<file path="src/rtl/box_cmd_pkg.sv">
// rtl/box_cmd_pkg.sv - shared types, widths and constants for the box command receiver
package box_cmd_pkg;

    localparam int         REC_BYTES     = 6;
    localparam int         REC_BITS      = REC_BYTES * 8;
    localparam logic [7:0] MAGIC_DEFAULT = 8'hA5;

    function automatic int calc_xw(input int h_act);
        return $clog2(h_act);
    endfunction

    function automatic int calc_yw(input int v_act);
        return $clog2(v_act);
    endfunction

    // Wire layout of one box record, MSB first.
    typedef struct packed {
        logic [10:0] x0;
        logic [9:0]  y0;
        logic [10:0] x1;
        logic [9:0]  y1;
        logic [5:0]  c;     // R2 G2 B2
    } box_rec_t;

    typedef enum logic [2:0] {
        ST_IDLE,
        ST_COUNT,
        ST_BODY,
        ST_CSUM,
        ST_DRAIN
    } rx_state_e;

endpackage

</file>
<file path="src/rtl/box_rec_decode.sv">
// rtl/box_rec_decode.sv - combinational box record decoder with optional clip/swap
// Ports:
//   rec_i    48-bit big-endian box record
//   x0_o/x1_o, y0_o/y1_o  decoded coordinates (XW / YW bits)
//   rgb_o    RGB888 colour, each 2-bit channel replicated to 8 bits
// Macro BOX_CMD_CLIP_EN: clamp x/y to the active area, then order each pair low-to-high.
module box_rec_decode
    import box_cmd_pkg::*;
#(
    parameter int H_ACT = 1280,
    parameter int V_ACT = 720,
    localparam int XW = calc_xw(H_ACT),
    localparam int YW = calc_yw(V_ACT)
) (
    input  logic [REC_BITS-1:0] rec_i,
    output logic [XW-1:0]       x0_o,
    output logic [YW-1:0]       y0_o,
    output logic [XW-1:0]       x1_o,
    output logic [YW-1:0]       y1_o,
    output logic [23:0]         rgb_o
);

    box_rec_t    r;
    logic [10:0] x0_c, x1_c;
    logic [9:0]  y0_c, y1_c;

    assign r = rec_i;

`ifdef BOX_CMD_CLIP_EN
    localparam logic [10:0] X_MAX = 11'(H_ACT - 1);
    localparam logic [9:0]  Y_MAX = 10'(V_ACT - 1);

    logic [10:0] xa, xb;
    logic [9:0]  ya, yb;

    always_comb begin
        // Clamp first so the swap compares on-screen values.
        xa   = (r.x0 > X_MAX) ? X_MAX : r.x0;
        xb   = (r.x1 > X_MAX) ? X_MAX : r.x1;
        ya   = (r.y0 > Y_MAX) ? Y_MAX : r.y0;
        yb   = (r.y1 > Y_MAX) ? Y_MAX : r.y1;
        x0_c = (xa > xb) ? xb : xa;
        x1_c = (xa > xb) ? xa : xb;
        y0_c = (ya > yb) ? yb : ya;
        y1_c = (ya > yb) ? ya : yb;
    end
`else
    always_comb begin
        x0_c = r.x0;
        x1_c = r.x1;
        y0_c = r.y0;
        y1_c = r.y1;
    end
`endif

    assign x0_o  = XW'(x0_c);
    assign x1_o  = XW'(x1_c);
    assign y0_o  = YW'(y0_c);
    assign y1_o  = YW'(y1_c);
    assign rgb_o = {{4{r.c[5:4]}}, {4{r.c[3:2]}}, {4{r.c[1:0]}}};

endmodule

</file>
<file path="src/rtl/box_cmd_rx.sv">
// rtl/box_cmd_rx.sv - checked box command packet receiver with frame-synchronous commit
// Ports:
//   clk, rst (sync, active high)
//   rx_valid/rx_data/rx_error  UDP payload byte stream, one high run per packet
//   frame_sync                 vsync level in the clk domain; rising edge commits
//   start_xs/start_ys/end_xs/end_ys/colors/box_en  live box set, slot i at [i*W +: W]
//   pending                    shadow holds an accepted, uncommitted set
//   good_cnt/bad_cnt           saturating packet counters
// Macro BOX_CMD_CLIP_EN (in box_rec_decode): clamp and order coordinates.
module box_cmd_rx
    import box_cmd_pkg::*;
#(
    parameter int         N_BOX = 1,
    parameter int         H_ACT = 1280,
    parameter int         V_ACT = 720,
    parameter logic [7:0] MAGIC = MAGIC_DEFAULT,
    localparam int XW = calc_xw(H_ACT),
    localparam int YW = calc_yw(V_ACT)
) (
    input  logic                clk,
    input  logic                rst,
    input  logic                rx_valid,
    input  logic [7:0]          rx_data,
    input  logic                rx_error,
    input  logic                frame_sync,
    output logic [N_BOX*XW-1:0] start_xs,
    output logic [N_BOX*YW-1:0] start_ys,
    output logic [N_BOX*XW-1:0] end_xs,
    output logic [N_BOX*YW-1:0] end_ys,
    output logic [N_BOX*24-1:0] colors,
    output logic [N_BOX-1:0]    box_en,
    output logic                pending,
    output logic [15:0]         good_cnt,
    output logic [15:0]         bad_cnt
);

    rx_state_e   state_q, state_d;
    logic [7:0]  n_q, n_d, k_q, k_d, xor_q, xor_d;
    logic [2:0]  bcnt_q, bcnt_d;
    logic [39:0] shreg_q, shreg_d;
    logic        ok_q, ok_d, bad_seen_q, bad_seen_d;
    logic        pending_q, pending_d;
    logic [15:0] good_q, good_d, bad_q, bad_d;
    logic        fs_q;
    logic        sync_rise, bad_evt;

    logic [XW-1:0]    sh_x0_q [N_BOX], sh_x0_d [N_BOX], sh_x1_q [N_BOX], sh_x1_d [N_BOX];
    logic [YW-1:0]    sh_y0_q [N_BOX], sh_y0_d [N_BOX], sh_y1_q [N_BOX], sh_y1_d [N_BOX];
    logic [23:0]      sh_rgb_q[N_BOX], sh_rgb_d[N_BOX];
    logic [N_BOX-1:0] sh_en_q, sh_en_d;
    logic [XW-1:0]    lv_x0_q [N_BOX], lv_x0_d [N_BOX], lv_x1_q [N_BOX], lv_x1_d [N_BOX];
    logic [YW-1:0]    lv_y0_q [N_BOX], lv_y0_d [N_BOX], lv_y1_q [N_BOX], lv_y1_d [N_BOX];
    logic [23:0]      lv_rgb_q[N_BOX], lv_rgb_d[N_BOX];
    logic [N_BOX-1:0] lv_en_q, lv_en_d;

    logic [XW-1:0] dec_x0, dec_x1;
    logic [YW-1:0] dec_y0, dec_y1;
    logic [23:0]   dec_rgb;

    // The record completes on the byte currently on rx_data.
    box_rec_decode #(.H_ACT(H_ACT), .V_ACT(V_ACT)) u_dec (
        .rec_i ({shreg_q, rx_data}),
        .x0_o  (dec_x0),
        .y0_o  (dec_y0),
        .x1_o  (dec_x1),
        .y1_o  (dec_y1),
        .rgb_o (dec_rgb)
    );

    assign sync_rise = frame_sync & ~fs_q;

    always_comb begin
        state_d    = state_q;
        n_d        = n_q;
        k_d        = k_q;
        xor_d      = xor_q;
        bcnt_d     = bcnt_q;
        shreg_d    = shreg_q;
        ok_d       = ok_q;
        bad_seen_d = bad_seen_q;
        pending_d  = pending_q;
        good_d     = good_q;
        bad_d      = bad_q;
        bad_evt    = 1'b0;
        sh_x0_d = sh_x0_q; sh_y0_d = sh_y0_q; sh_x1_d = sh_x1_q; sh_y1_d = sh_y1_q;
        sh_rgb_d = sh_rgb_q; sh_en_d = sh_en_q;
        lv_x0_d = lv_x0_q; lv_y0_d = lv_y0_q; lv_x1_d = lv_x1_q; lv_y1_d = lv_y1_q;
        lv_rgb_d = lv_rgb_q; lv_en_d = lv_en_q;

        // Commit uses the registered pending, so an acceptance in this same
        // cycle waits for the next sync edge.
        if (sync_rise && pending_q) begin
            lv_x0_d = sh_x0_q; lv_y0_d = sh_y0_q; lv_x1_d = sh_x1_q; lv_y1_d = sh_y1_q;
            lv_rgb_d = sh_rgb_q; lv_en_d = sh_en_q;
            pending_d = 1'b0;
        end

        if (state_q == ST_IDLE) begin
            if (rx_valid) begin
                pending_d  = 1'b0;
                bad_seen_d = 1'b0;
                ok_d       = 1'b0;
                xor_d      = rx_data;
                if (rx_data == MAGIC) begin
                    state_d = ST_COUNT;
                end else begin
                    bad_evt = 1'b1;
                    state_d = ST_DRAIN;
                end
            end
        end else if (rx_error) begin
            bad_evt = 1'b1;
            ok_d    = 1'b0;
            state_d = ST_DRAIN;
        end else begin
            case (state_q)
                ST_COUNT: begin
                    if (!rx_valid) begin
                        bad_evt = 1'b1;
                        state_d = ST_IDLE;
                    end else if (rx_data == 8'd0 || rx_data > 8'(N_BOX)) begin
                        bad_evt = 1'b1;
                        state_d = ST_DRAIN;
                    end else begin
                        n_d     = rx_data;
                        k_d     = 8'd0;
                        bcnt_d  = 3'd0;
                        sh_en_d = '0;
                        xor_d   = xor_q ^ rx_data;
                        state_d = ST_BODY;
                    end
                end
                ST_BODY: begin
                    if (!rx_valid) begin
                        bad_evt = 1'b1;
                        state_d = ST_IDLE;
                    end else begin
                        xor_d   = xor_q ^ rx_data;
                        shreg_d = {shreg_q[31:0], rx_data};
                        if (bcnt_q == 3'(REC_BYTES - 1)) begin
                            bcnt_d = 3'd0;
                            for (int i = 0; i < N_BOX; i++) begin
                                if (k_q == 8'(i)) begin
                                    sh_x0_d[i]  = dec_x0;
                                    sh_y0_d[i]  = dec_y0;
                                    sh_x1_d[i]  = dec_x1;
                                    sh_y1_d[i]  = dec_y1;
                                    sh_rgb_d[i] = dec_rgb;
                                    sh_en_d[i]  = 1'b1;
                                end
                            end
                            k_d = k_q + 8'd1;
                            if (k_q + 8'd1 == n_q) begin
                                state_d = ST_CSUM;
                            end
                        end else begin
                            bcnt_d = bcnt_q + 3'd1;
                        end
                    end
                end
                ST_CSUM: begin
                    if (!rx_valid) begin
                        bad_evt = 1'b1;
                        state_d = ST_IDLE;
                    end else if (rx_data == xor_q) begin
                        ok_d    = 1'b1;
                        state_d = ST_DRAIN;
                    end else begin
                        bad_evt = 1'b1;
                        state_d = ST_DRAIN;
                    end
                end
                ST_DRAIN: begin
                    if (!rx_valid) begin
                        if (ok_q) begin
                            pending_d = 1'b1;
                            if (good_q != 16'hFFFF) begin
                                good_d = good_q + 16'd1;
                            end
                        end
                        ok_d    = 1'b0;
                        state_d = ST_IDLE;
                    end else if (ok_q) begin
                        // Trailing byte after a good checksum spoils the packet.
                        bad_evt = 1'b1;
                        ok_d    = 1'b0;
                    end
                end
                default: state_d = ST_IDLE;
            endcase
        end

        // bad_seen_q is stale in IDLE; a new run always gets one count.
        if (bad_evt) begin
            bad_seen_d = 1'b1;
            if ((state_q == ST_IDLE || !bad_seen_q) && bad_q != 16'hFFFF) begin
                bad_d = bad_q + 16'd1;
            end
        end
    end

    always_ff @(posedge clk) begin
        if (rst) begin
            state_q    <= ST_IDLE;
            n_q        <= 8'd0;
            k_q        <= 8'd0;
            xor_q      <= 8'd0;
            bcnt_q     <= 3'd0;
            shreg_q    <= 40'd0;
            ok_q       <= 1'b0;
            bad_seen_q <= 1'b0;
            pending_q  <= 1'b0;
            good_q     <= 16'd0;
            bad_q      <= 16'd0;
            fs_q       <= 1'b0;
            sh_en_q    <= '0;
            lv_en_q    <= '0;
            for (int i = 0; i < N_BOX; i++) begin
                sh_x0_q[i] <= '0; sh_y0_q[i] <= '0; sh_x1_q[i] <= '0; sh_y1_q[i] <= '0;
                sh_rgb_q[i] <= '0;
                lv_x0_q[i] <= '0; lv_y0_q[i] <= '0; lv_x1_q[i] <= '0; lv_y1_q[i] <= '0;
                lv_rgb_q[i] <= '0;
            end
        end else begin
            state_q    <= state_d;
            n_q        <= n_d;
            k_q        <= k_d;
            xor_q      <= xor_d;
            bcnt_q     <= bcnt_d;
            shreg_q    <= shreg_d;
            ok_q       <= ok_d;
            bad_seen_q <= bad_seen_d;
            pending_q  <= pending_d;
            good_q     <= good_d;
            bad_q      <= bad_d;
            fs_q       <= frame_sync;
            sh_en_q    <= sh_en_d;
            lv_en_q    <= lv_en_d;
            sh_x0_q <= sh_x0_d; sh_y0_q <= sh_y0_d; sh_x1_q <= sh_x1_d; sh_y1_q <= sh_y1_d;
            sh_rgb_q <= sh_rgb_d;
            lv_x0_q <= lv_x0_d; lv_y0_q <= lv_y0_d; lv_x1_q <= lv_x1_d; lv_y1_q <= lv_y1_d;
            lv_rgb_q <= lv_rgb_d;
        end
    end

    for (genvar i = 0; i < N_BOX; i++) begin : g_out
        assign start_xs[i*XW +: XW] = lv_x0_q[i];
        assign start_ys[i*YW +: YW] = lv_y0_q[i];
        assign end_xs[i*XW +: XW]   = lv_x1_q[i];
        assign end_ys[i*YW +: YW]   = lv_y1_q[i];
        assign colors[i*24 +: 24]   = lv_rgb_q[i];
    end

    assign box_en   = lv_en_q;
    assign pending  = pending_q;
    assign good_cnt = good_q;
    assign bad_cnt  = bad_q;

endmodule

</file>
<file path="config.mk">
export PLATFORM = sky130hd
export DESIGN_NAME = box_cmd_rx
export DESIGN_NICKNAME = d
export VERILOG_FILES = /design/src/rtl/box_cmd_pkg.sv /design/src/rtl/box_rec_decode.sv /design/src/rtl/box_cmd_rx.sv
export SDC_FILE = /design/constraint.sdc
export NUM_CORES = 1
export LEC_CHECK = 0
export ABC_AREA = 1
export CAP_MARGIN = 30
export CORE_AREA = 2 2 151 153
export CTS_CLUSTER_SIZE = 40
export DETAILED_ROUTE_END_ITERATION = 8
export DIE_AREA = 0 0 153 155
export SLEW_MARGIN = 20
export SYNTH_ARGS = -nofsm -noshare
export SYNTH_HDL_FRONTEND = slang
export SYNTH_SLANG_ARGS = --single-unit
</file>
<file path="constraint.sdc">
create_clock -name clk -period 2.5 [get_ports clk]
set_clock_uncertainty 0.05 [all_clocks]
set_input_delay 0.625 -clock clk [delete_from_list [all_inputs] [get_ports clk]]
set_output_delay 0.625 -clock clk [all_outputs]
set_load 0.005 [all_outputs]
</file>
==> summary.md <==
Entering global routing, the biggest net connects 68 pins. For the maximum vdd ir drop, the log shows 392.7 uV. For this block, the routed nets add up to 20830 microns of wire. Counting along the longest clock path gives a buffer depth of 3. Counting every net in the synthesized netlist gives 1170. The die is 153 microns wide. The initial standard-cell utilization of the core is 38.91%, and the reg2reg setup slack is 0.24 ns. The run gives 2.83 ns as the required arrival time at the worst endpoint.

In the routed design, unresolved DRC markers number 0. The synthesized netlist devotes 16.29% of its cell area to compound gates. Per-cell routed wire length: 13.51 microns.

The number of pins with negative max-slew slack in the final report was 0; the standard cell core area was 0.02223 sq mm. The tools report the CTS H-tree depth as 1. The worst min-delay path category was reg -> reg. Number of synthesized flops with an enable pin: 0. The cell area after synthesis is 0.008648 sq mm. Once the clock tree was built, the setup fixing pass inserted 0 buffers.

For the number of global-route vias before repair, the log shows 7199. The number of buffers inserted for hold repair after clock tree synthesis was 0. The clock tree root buffer cell is sky130_fd_sc_hd__clkbuf_16. The proportion of synthesized chip area in sequential cells was 47.22%. TritonCTS built the clock tree. Of all nets on the critical path, the largest fanout is 18.

Detailed placement finished with a half-perimeter wire length of 14380 microns. In this run the cell area measured after placement is 0.01006 sq mm. The run gives 388 as the number of violations reported at the end of detailed-routing iteration 0. The startpoint type of the worst setup path is a flip-flop. The total power density per cell area came out at 652.9 mW/mm^2.

Summed over all layers, the global routing overflow is 0. The tools report the initial antenna violation count as 0. The capturing element type of the critical path is a flip-flop. By area, the combinational part of the netlist is dominated by simple AND/OR/NAND/NOR gates. The clock edge transition at the registers on the reported setup and hold paths works out to 0.06 ns. The multi-input combinational cells in the finished layout cover a total of 0.003760 sq mm. Headroom to the max-slew limit came out at 41.72%. The vias per cell was 4.974; the post-cts repair resize count was 0.

After routing the design area is 0.01078 sq mm. The final number of setup-violating endpoints was 0. A synthesized cell averages 7.501 sq um. The port buffer count was 112. The count of inserted antenna diode cells was 0; the share of synthesized area spent on multiplexers was 0%. The length in cells of the worst reg-to-reg path came out at 9. Summing over every cut layer, the via total after detailed routing is 7670. Across the run, the number of max-cap violations was 0. For this run, the share of the core covered by cells in the final layout is 48.51%.

The overall die area came out at 0.02372 sq mm. At the pin with the least slew margin, the transition time is 0.8742 ns. For this run, the top clock speed supported by timing is 441.7 MHz.

The number of clock buffers added by TritonCTS is 24. Cells with a size suffix above 1 make up 7.876% of the layout. Routability congestion estimate from global placement: 0.8749. The final critical-path share of the clock period works out to 90.56%.

After Yosys synthesis, XOR and XNOR cells account for 2.908% of the synthesized area. The synthesis-stage register bit count is 204, and the cell row count is 55. The async set or reset register ratio after synthesis came out at 0%. The worst setup path is of the reg -> reg kind.

Summing the areas of all fa, ha and maj instances in the mapped netlist gives 0.5787% of the synthesized area. 113 I/O pins were placed. Data arrives at the worst endpoint at 2.59 ns. In the final design database the tool counted 1264 nets. The tools report the count of endpoints failing hold in the final timing report as 0. The insertion delay to the later sink of the worst-skew pair came out at 0.52 ns. The detail route stage leaves a number of antenna-violating nets equal to 0.

Measured along the y axis, the die boundary spans 155 microns. For this design the static power due to leakage is 3.804 nW. Counting every sink on the clock net gives 204. The count of filler cells inserted in the layout was 2229; the sequential cell area was 0.004085 sq mm.

Before antenna repair, the detailed router went through 5 iterations. Summing the areas of all and, or, nand and nor instances in the mapped netlist gives 23.55% of the synthesized area. The logs give 0.4024 ns for the final-layout worst hold slack and 1153 for the synthesized netlist cell count.

Along the worst hold path, the cell count comes to 2. Compared with the post-synthesis result, the final layout area differs by 24.68%. Setup repair after global routing left no endpoint under its margin. The most used flip-flop cell after synthesis is sky130_fd_sc_hd__dfxtp_1.

The flow ran to the end, and the final reports show no timing, DRC or antenna violations. The total routing usage reported by global routing is 17.23%. The worst path in the final design needs a cycle of 2.264 ns, including I/O delays and setup. For the number of synthesis warnings, the log shows 0. The first global-routing pass estimated 34950 microns of wire. The run gives 40 as the number of unique standard cell types used by synthesis.
[path summary, 6_finish.rpt]
| path | start | to |
|---|---|---|
| max | bad_cnt[0] | bad_cnt[2] |
| min reg2reg | shreg_q[35] | shreg_q[35] |
| min | shreg_q[35] | shreg_q[35] |
| max reg2reg | bad_cnt[0] | bad_cnt[2] |
[cell type report]
class                      instances  share of cell area, %
timing repair buffer             149                  13.41
tap                              285                  3.307
clock buffer                      31                  6.092
multi-input combinational        758                  34.87
inverter                         110                  3.829
clock inverter                     5                 0.6034
sequential                       204                  37.89
[power breakdown]
group | total [mW] | internal [mW] | switching, mW
combinational | 0.468 | 0.169 | 0.298
clock | 3.25 | 1.93 | 1.31
sequential | 3.33 | 3.29 | 0.0331
total | 7.04 | 5.40 | 1.64
[sequential cells by signal (all words and copies together), names as in the netlist, 10 cells and up]
register and count:
sh_y1_q 10, end_ys 10, start_xs 11, sh_y0_q 10, good_cnt 16, end_xs 11, bad_cnt 16, start_ys 10
sh_x1_q 11, sh_x0_q 11, shreg_q 40
[critical path, stage by stage (launching register included)]
cell and delay [ns]:
sky130_fd_sc_hd__dfxtp_1 0.35, sky130_fd_sc_hd__ha_1 0.26, sky130_fd_sc_hd__nand2_1 0.10, sky130_fd_sc_hd__nor2_1 0.08
sky130_fd_sc_hd__nand2_1 0.11, sky130_fd_sc_hd__nor2_1 0.08, sky130_fd_sc_hd__a21oi_2 0.65, sky130_fd_sc_hd__nand2_4 0.26
sky130_fd_sc_hd__nand2_1 0.13, sky130_fd_sc_hd__a21oi_1 0.06
[through the flow]
| step | power [mW] | cells | worst slack (ns) | TNS [ns] |
|---|---|---|---|---|
| global route | 7.333 | 1542 | 0.07225 | 0 |
| detailed placement | 3.867 | 1506 | -0.09665 | -1.248 |
| global placement | 3.863 | 1506 | -0.07534 | -0.7269 |
| CTS | 7.140 | 1542 | 0.2069 | 0 |
| finish | 7.040 | 1542 | 0.2361 | 0 |
| floorplan | 3.696 | 1153 | 0.5501 | 0 |
[routing by layer]
| metal | up-vias | global-route usage, % | wire (microns) |
|---|---|---|---|
| li1 | 3984 | - | - |
| met1 | 3498 | 23.09 | 10000 |
| met2 | 153 | 28.87 | 9528 |
| met4 | 0 | 4.586 | 366 |
| met3 | 35 | 2.981 | 934 |
| met5 | - | 0 | 0 |
[cells in the mapped netlist (2+ instances only)]
cell	number	area (sq um)
sky130_fd_sc_hd__nor3_2	2	20.02
sky130_fd_sc_hd__nor3b_1	2	15.01
sky130_fd_sc_hd__inv_1	101	379.1
sky130_fd_sc_hd__a21oi_1	143	715.7
sky130_fd_sc_hd__nand2_1	203	762.0
sky130_fd_sc_hd__nor3_1	11	55.05
sky130_fd_sc_hd__xor2_1	15	131.4
sky130_fd_sc_hd__nand2_4	2	22.52
sky130_fd_sc_hd__buf_1	3	11.26
sky130_fd_sc_hd__dfxtp_1	204	4084
sky130_fd_sc_hd__inv_2	8	30.03
sky130_fd_sc_hd__nand2_2	5	31.28
sky130_fd_sc_hd__xnor2_1	11	96.34
sky130_fd_sc_hd__nand3b_1	2	15.01
sky130_fd_sc_hd__nand4_1	20	125.1
sky130_fd_sc_hd__a211oi_1	24	180.2
sky130_fd_sc_hd__nor2_1	111	416.7
sky130_fd_sc_hd__nor4_1	4	25.02
sky130_fd_sc_hd__o21ai_1	10	50.05
sky130_fd_sc_hd__ha_1	4	50.05
sky130_fd_sc_hd__o21ai_0	74	370.4
sky130_fd_sc_hd__and3_1	2	12.51
sky130_fd_sc_hd__nor2_4	3	33.78
sky130_fd_sc_hd__o31ai_1	3	22.52
sky130_fd_sc_hd__o21a_1	2	15.01
sky130_fd_sc_hd__buf_4	19	142.6
sky130_fd_sc_hd__buf_2	17	85.08
sky130_fd_sc_hd__nand3_1	96	480.5
sky130_fd_sc_hd__clkbuf_1	41	153.9
[cells in the final DEF, fill, tap and decap left out, types with 9 or more instances in the layout]
cell type                         count
sky130_fd_sc_hd__nand2_1            201
sky130_fd_sc_hd__o21ai_1             10
sky130_fd_sc_hd__nor2_1             110
sky130_fd_sc_hd__inv_2                9
sky130_fd_sc_hd__nand4_1             20
sky130_fd_sc_hd__o21ai_0             74
sky130_fd_sc_hd__nor3_1              11
sky130_fd_sc_hd__nand3_1             96
sky130_fd_sc_hd__xnor2_1             11
sky130_fd_sc_hd__inv_1              101
sky130_fd_sc_hd__clkbuf_16           24
sky130_fd_sc_hd__a21oi_1            143
sky130_fd_sc_hd__xor2_1              15
sky130_fd_sc_hd__clkdlybuf4s50_1    111
sky130_fd_sc_hd__buf_4               34
sky130_fd_sc_hd__a211oi_1            24
sky130_fd_sc_hd__dfxtp_1            203
[cells by family (layout without fill, tap and decap cells)]
kind of cell | after synthesis | in the layout
AO/OA/AOI/OAI | 262 | 262
buffers and inverters | 191 | 295
adder cells (fa/ha/maj) | 4 | 4
flip-flops | 204 | 204
AND/OR/NAND/NOR | 465 | 465
XOR/XNOR | 27 | 27
(Power assumes the default switching activity.)
